### config.mk
export PLATFORM = sky130hd
export DESIGN_NAME = spi_master_ctrl
export DESIGN_NICKNAME = d
export VERILOG_FILES = /design/src/rtl/spi_pkg.sv /design/src/rtl/spi_master_ctrl_sclk_gen.sv /design/src/rtl/spi_master_ctrl.sv
export SDC_FILE = /design/constraint.sdc
export NUM_CORES = 1
export LEC_CHECK = 0
export CAP_MARGIN = 15
export CORE_MARGIN = 10
export CORE_UTILIZATION = 45
export CTS_BUF_LIST = sky130_fd_sc_hd__clkbuf_8 sky130_fd_sc_hd__clkbuf_16
export DETAILED_ROUTE_END_ITERATION = 8
export GPL_ROUTABILITY_DRIVEN = 1
export GPL_TIMING_DRIVEN = 0
export PLACE_DENSITY = 0.69
export SYNTH_ARGS = -nofsm -noshare
export SYNTH_HDL_FRONTEND = slang
export SYNTH_SLANG_ARGS = --single-unit
### constraint.sdc
create_clock -name i_clk_p -period 2.5 [get_ports i_clk_p]
set_clock_uncertainty 0.05 [all_clocks]
set_input_delay 0.375 -clock i_clk_p [delete_from_list [all_inputs] [get_ports i_clk_p]]
set_output_delay 0.375 -clock i_clk_p [all_outputs]
set_load 0.05 [all_outputs]
### src/rtl/spi_pkg.sv
// spi_pkg: shared definitions for the SPI master controller slice.
//   - spi_state_t : controller FSM states (IDLE, SHIFT, GAP, DONE)
//   - FRAME_BITS  : exe-unit frame length {argA, argB, oper, result, flags}
//   - *_MSB       : bit offsets of each field inside the frame
//   - CS_IDLE     : chip-select code driven when no slave is addressed
package spi_pkg;

    typedef enum logic [1:0] {
        IDLE  = 2'd0,
        SHIFT = 2'd1,
        GAP   = 2'd2,
        DONE  = 2'd3
    } spi_state_t;

    localparam int unsigned FRAME_BITS = 20;

    localparam int unsigned ARGA_MSB  = 19;
    localparam int unsigned ARGB_MSB  = 15;
    localparam int unsigned OPER_MSB  = 11;
    localparam int unsigned RES_MSB   = 7;
    localparam int unsigned FLAGS_MSB = 3;

    localparam logic [2:0] CS_IDLE = 3'd0;

endpackage

### src/rtl/spi_master_ctrl_sclk_gen.sv
// spi_sclk_gen: divides the system clock down to a 50% duty SPI clock.
//   i_clk_p  : system clock, rising edge
//   i_rst_n  : synchronous active-low reset
//   i_en     : run the divider; when low the divider clears and SCLK idles low
//   o_sclk   : SPI clock, half-period of CLK_DIV system cycles
//   o_rise   : one-cycle strobe in the cycle whose edge drives SCLK high
//   o_fall   : one-cycle strobe in the cycle whose edge drives SCLK low
module spi_sclk_gen #(
    parameter int unsigned CLK_DIV = 4
) (
    input  logic i_clk_p,
    input  logic i_rst_n,
    input  logic i_en,
    output logic o_sclk,
    output logic o_rise,
    output logic o_fall
);

    localparam int unsigned DIV_W = (CLK_DIV > 1) ? $clog2(CLK_DIV) : 1;
    localparam logic [DIV_W-1:0] DIV_LAST = DIV_W'(CLK_DIV - 1);

    logic [DIV_W-1:0] div_cnt;
    logic             div_tc;

    assign div_tc = (div_cnt == DIV_LAST);

    // Strobes are combinational so the controller acts on the same edge
    // that toggles SCLK.
    assign o_rise = i_en & div_tc & ~o_sclk;
    assign o_fall = i_en & div_tc &  o_sclk;

    always_ff @(posedge i_clk_p) begin
        if (!i_rst_n || !i_en) begin
            div_cnt <= '0;
            o_sclk  <= 1'b0;
        end else if (div_tc) begin
            div_cnt <= '0;
            o_sclk  <= ~o_sclk;
        end else begin
            div_cnt <= div_cnt + DIV_W'(1);
        end
    end

endmodule

### src/rtl/spi_master_ctrl.sv
// spi_master_ctrl: SPI master that shifts one exe-unit frame out on MOSI
// (MSB first) while capturing the slave's frame from MISO, then issues
// GAP_CYCLES trailing SCLK periods with chip-select idle so the slave's
// negedge FSM can finish.
//   i_clk_p     : system clock, rising edge
//   i_rst_n     : synchronous active-low reset
//   i_start     : transaction request, sampled only in IDLE
//   i_slave_sel : chip-select code used for the frame
//   i_tx_data   : frame to send, latched on accepted start
//   i_loopback  : (SPI_MASTER_LOOPBACK_EN only) sample MOSI instead of MISO,
//                 chip-select held idle
//   o_rx_data   : received frame, updated at o_done and held
//   o_busy      : high from the cycle after accepted start until o_done
//   o_done      : one-cycle end-of-transaction pulse
//   o_sclk      : SPI clock, idles low
//   o_mosi      : serial data to slave
//   i_miso      : serial data from slave
//   o_cs        : slave select code, CS_IDLE when idle
// Optional build macro: SPI_MASTER_LOOPBACK_EN.
module spi_master_ctrl
    import spi_pkg::*;
#(
    parameter int unsigned BITS       = FRAME_BITS,
    parameter int unsigned CLK_DIV    = 4,
    parameter int unsigned GAP_CYCLES = 3
) (
    input  logic            i_clk_p,
    input  logic            i_rst_n,
    input  logic            i_start,
    input  logic [2:0]      i_slave_sel,
    input  logic [BITS-1:0] i_tx_data,
`ifdef SPI_MASTER_LOOPBACK_EN
    input  logic            i_loopback,
`endif
    output logic [BITS-1:0] o_rx_data,
    output logic            o_busy,
    output logic            o_done,
    output logic            o_sclk,
    output logic            o_mosi,
    input  logic            i_miso,
    output logic [2:0]      o_cs
);

    localparam int unsigned CNT_MAX = (BITS > GAP_CYCLES) ? BITS : GAP_CYCLES;
    localparam int unsigned CNT_W   = $clog2(CNT_MAX + 1);
    localparam logic [CNT_W-1:0] BIT_LAST = CNT_W'(BITS - 1);
    localparam logic [CNT_W-1:0] GAP_LAST = CNT_W'((GAP_CYCLES == 0) ? 0 : GAP_CYCLES - 1);

    spi_state_t      state, state_nxt;
    logic [BITS-1:0] tx_sr, tx_nxt;
    logic [BITS-1:0] rx_sr, rx_nxt;
    logic [CNT_W-1:0] cnt, cnt_nxt;
    logic [2:0]      cs_nxt;
    logic            mosi_nxt;
    logic            busy_nxt;
    logic            done_nxt;
    logic [BITS-1:0] rx_data_nxt;

    logic sclk_en;
    logic sclk_rise;
    logic sclk_fall;
    logic rx_bit;

    assign sclk_en = (state == SHIFT) || (state == GAP);

    spi_sclk_gen #(
        .CLK_DIV (CLK_DIV)
    ) u_sclk_gen (
        .i_clk_p (i_clk_p),
        .i_rst_n (i_rst_n),
        .i_en    (sclk_en),
        .o_sclk  (o_sclk),
        .o_rise  (sclk_rise),
        .o_fall  (sclk_fall)
    );

`ifdef SPI_MASTER_LOOPBACK_EN
    assign rx_bit = i_loopback ? o_mosi : i_miso;
`else
    assign rx_bit = i_miso;
`endif

    always_comb begin
        state_nxt   = state;
        tx_nxt      = tx_sr;
        rx_nxt      = rx_sr;
        cnt_nxt     = cnt;
        cs_nxt      = o_cs;
        mosi_nxt    = o_mosi;
        busy_nxt    = o_busy;
        done_nxt    = 1'b0;
        rx_data_nxt = o_rx_data;

        case (state)
            IDLE: begin
                if (i_start) begin
                    tx_nxt    = i_tx_data;
                    rx_nxt    = '0;
                    cnt_nxt   = '0;
                    mosi_nxt  = i_tx_data[BITS-1];
                    busy_nxt  = 1'b1;
                    state_nxt = SHIFT;
`ifdef SPI_MASTER_LOOPBACK_EN
                    cs_nxt    = i_loopback ? CS_IDLE : i_slave_sel;
`else
                    cs_nxt    = i_slave_sel;
`endif
                end
            end

            SHIFT: begin
                if (sclk_rise) begin
                    rx_nxt = {rx_sr[BITS-2:0], rx_bit};
                end
                // cnt counts completed falls; the last fall releases the slave.
                if (sclk_fall) begin
                    if (cnt == BIT_LAST) begin
                        cnt_nxt   = '0;
                        cs_nxt    = CS_IDLE;
                        mosi_nxt  = 1'b0;
                        state_nxt = (GAP_CYCLES == 0) ? DONE : GAP;
                    end else begin
                        tx_nxt   = {tx_sr[BITS-2:0], 1'b0};
                        mosi_nxt = tx_sr[BITS-2];
                        cnt_nxt  = cnt + CNT_W'(1);
                    end
                end
            end

            GAP: begin
                if (sclk_fall) begin
                    if (cnt == GAP_LAST) begin
                        state_nxt = DONE;
                    end else begin
                        cnt_nxt = cnt + CNT_W'(1);
                    end
                end
            end

            DONE: begin
                rx_data_nxt = rx_sr;
                done_nxt    = 1'b1;
                busy_nxt    = 1'b0;
                state_nxt   = IDLE;
            end

            default: begin
                state_nxt = IDLE;
            end
        endcase
    end

    always_ff @(posedge i_clk_p) begin
        if (!i_rst_n) begin
            state     <= IDLE;
            tx_sr     <= '0;
            rx_sr     <= '0;
            cnt       <= '0;
            o_cs      <= CS_IDLE;
            o_mosi    <= 1'b0;
            o_busy    <= 1'b0;
            o_done    <= 1'b0;
            o_rx_data <= '0;
        end else begin
            state     <= state_nxt;
            tx_sr     <= tx_nxt;
            rx_sr     <= rx_nxt;
            cnt       <= cnt_nxt;
            o_cs      <= cs_nxt;
            o_mosi    <= mosi_nxt;
            o_busy    <= busy_nxt;
            o_done    <= done_nxt;
            o_rx_data <= rx_data_nxt;
        end
    end

endmodule

==> flow_metrics.env <==
export IMPL_start_util_pct=47.2
export IMPL_critPathArrivalTime_ns=2.24
export IMPL_clk_pin_slew_worst_paths_ns=0.08
export IMPL_track_usage_pct=13.3
export IMPL_drv_cap=0
export IMPL_swShare_pct=36.9
export IMPL_rsz0062_at_grt="false"
export IMPL_vias=2556
export IMPL_end_kind="flop"
export IMPL_detail_route_vias_per_cell=5.15
export IMPL_required_ns=2.68
export IMPL_synth_area_leaders="dfxtp_1 (46%), mux2i_1 (12%), o211a_1 (5.8%)"
export IMPL_syn_area_um2=3260
export IMPL_core_area_um2=6910
export IMPL_cts_setup_buffers=0
export IMPL_synth_nets=366
export IMPL_ant_nets=0
export IMPL_synth_edf_count=0
export IMPL_drcViolationCount=0
export IMPL_finalMaxSlewViolations=0
export IMPL_die_w_um=105
export IMPL_cts_hold_buffers=0
export IMPL_p_total_w=0.00392
export IMPL_wl_per_cell_um=14.6
export IMPL_outcome="finished clean"
export IMPL_hpwl_mm=5.18
export IMPL_yosysTopAreaCellShare_pct=46.1
export IMPL_clock_fmax_mhz=487
export IMPL_seq_area_um2=1500
export IMPL_yosys_cell_types_count=38
export IMPL_placed_cells=481
export IMPL_drtIter0Drc=92
export IMPL_io_buffers=53
export IMPL_num_rows=30
export IMPL_area_delta_synth_final_pct=25.8
export IMPL_powerDensity_nw_per_um2=956
export IMPL_finalNetCount=430
export IMPL_switchingPower_w=0.00144
export IMPL_p_seq_share_pct=38.4
export IMPL_multi_input_area_um2=1610
export IMPL_fp_dieH_um=105
export IMPL_io_pins=54
export IMPL_clk_latency_ns=0.34
export IMPL_antenna_found_initial=0
export IMPL_finalSetupTns_ns=0
export IMPL_start_kind="flop"
export IMPL_syn_area_per_cell_um2=9.82
export IMPL_grt_pass1_wl_mm=12.5
export IMPL_ys_seq_area_share_pct=46.1
export IMPL_numCtsBuffers=9
export IMPL_p_leak_nw=1.62
export IMPL_setup_viol_count_final=0
export IMPL_htreeDepth=3
export IMPL_dieArea_um2=11000
export IMPL_grt_max_degree=14
export IMPL_cts_sinks=75
export IMPL_grt_pass1_vias=2544
export IMPL_yosys_warnings=0
export IMPL_fin_crit_sh_pct=82.1
export IMPL_fill_cells=628
export IMPL_wl_mm=7.22
export IMPL_peakVddDrop_uv=416
export IMPL_clock_tree_root_cell="clkbuf_8"
export IMPL_internal_power_w=0.00248
export IMPL_synth_ff_type="dfxtp_1"
export IMPL_worst_pin_slew_ns=0.513
export IMPL_synth_top_area_cell="dfxtp_1"
export IMPL_cts_path_max_buffers=2
export IMPL_critPathMaxFanout=10
export IMPL_power_frac_clock_pct=23.4
export IMPL_p_comb_share_pct=38.2
export IMPL_synthCells=332
export IMPL_n_antenna_cell=0
export IMPL_synth_async_sr_flop_share_pct=0
export IMPL_finalHoldViolCount=0
export IMPL_max_slew_margin_pct=65.7
export IMPL_synth_seq_cells=75
export IMPL_drive_above_1_share_pct=7.75
export IMPL_routabilityCongestion=0.862
export IMPL_cts_tree="built"
export IMPL_worst_setup_path_type="flop to flop"
export IMPL_grt_overflow=0
export IMPL_fin_crit_ns=2.05
export IMPL_cts_resized=0
export IMPL_fin_cells=496
export IMPL_hold_path_class="flop to flop"
export IMPL_first_pass_iters=4
-- metal layers --
layer / vias to the layer above / track usage [%] / part of all wire (%)
li1: 1289 / - / -
met1: 1210 / 18.0 / 50
met2: 44 / 19.5 / 43
met3: 13 / 3.81 / 4.7
met4: 0 / 4.61 / 1.5
met5: - / 0 / 0
-- final cells by class --
| class | instances | area share, % |
|---|---|---|
| Buffer | 24 | 3.24 |
| Clock buffer | 9 | 3.02 |
| Clock inverter | 6 | 1.59 |
| Inverter | 3 | 0.275 |
| Multi-Input combinational cell | 230 | 39.4 |
| Sequential cell | 75 | 36.6 |
| Tap cell | 96 | 2.93 |
| Timing Repair Buffer | 53 | 12.9 |
-- registers in the layout (all words and copies together) (netlist names) --
name and count:
o_rx_data 20, rx_sr 20, tx_sr 19, cnt 5
o_cs 3, state 2, u_sclk_gen.div_cnt 2, o_busy 1
o_done 1, o_mosi 1, u_sclk_gen.o_sclk 1
-- per-stage QoR --
stage               hold slack [ns]  cell area [um2]  utilization, %  worst slack, ns
floorplan                     0.354             3260               -            0.705
global placement              0.363             3910            56.6            0.360
detailed placement            0.372             3910            56.6            0.361
CTS                           0.383             4100            59.3            0.445
global route                  0.393             4100            59.3            0.245
finish                        0.375             4100            59.3            0.447
-- Yosys cell counts, types with 3 or more instances --
| library cell | instances |
|---|---|
| mux2i_1 | 40 |
| a22oi_1 | 3 |
| and3b_1 | 3 |
| nor2_1 | 5 |
| a21oi_1 | 4 |
| a21boi_0 | 20 |
| clkbuf_1 | 12 |
| inv_1 | 3 |
| buf_2 | 7 |
| a32o_1 | 3 |
| dfxtp_1 | 75 |
| nor2b_1 | 25 |
| nand2_1 | 47 |
| nand3_1 | 23 |
| o211a_1 | 19 |
| o21ai_0 | 4 |
| buf_6 | 4 |
| ha_1 | 7 |
-- path summary, 6_finish.rpt --
path / start / to / slack [ns] / cells after the start
worst max-delay path: state[1] / tx_sr[12] / 0.45 / 9
worst min-delay path: u_sclk_gen.div_cnt[0] / u_sclk_gen.div_cnt[0] / 0.38 / 1
worst max register to register: state[1] / tx_sr[12] / 0.45 / 9
worst min register to register: u_sclk_gen.div_cnt[0] / u_sclk_gen.div_cnt[0] / 0.38 / 1
-- power groups by stage --
stage / logic (W) / registers (W) / clock network [W]
after global routing: 0.00167 / 0.00153 / 0.000989
final: 0.00150 / 0.00151 / 0.000919
after floorplan: 0.00106 / 0.00159 / 0
after detailed placement: 0.00149 / 0.00153 / 0
after CTS: 0.00150 / 0.00151 / 0.000936
after global placement: 0.00147 / 0.00153 / 0
-- critical path, stage by stage (launching register included) --
cell     delay [ns]
dfxtp_1        0.39
inv_1          0.08
ha_1           0.25
buf_2          0.21
nor2_1         0.36
a21o_1         0.14
buf_6          0.14
buf_6          0.14
nand2_1        0.06
o211a_1        0.12
-- cell families (layout without fill, tap and decap cells) --
logic type | count (synthesis) | after routing | share of synthesized area [%]
XOR/XNOR | 1 | 1 | 0.269
multiplexers | 40 | 40 | 12.3
adder cells (fa/ha/maj) | 7 | 7 | 2.69
AO/OA/AOI/OAI | 64 | 64 | 15.9
buffers and inverters | 27 | 95 | 4.41
AND/OR/NAND/NOR | 118 | 118 | 18.4
flip-flops | 75 | 75 | 46.1
-- cell usage in the layout (no fill, tap or decap), drive strengths merged, types with 5 or more instances in the layout --
master / Yosys / routed
a21boi: 22 / 22
a21oi: 6 / 6
buf: 12 / 12
clkbuf: 12 / 21
clkdlybuf4s50: 0 / 53
dfxtp: 75 / 75
ha: 7 / 7
inv: 3 / 5
mux2i: 40 / 40
nand2: 47 / 47
nand3: 24 / 24
nor2: 5 / 5
nor2b: 25 / 25
o211a: 19 / 19
o21ai: 7 / 7
Power figures use the tool's default switching activity.
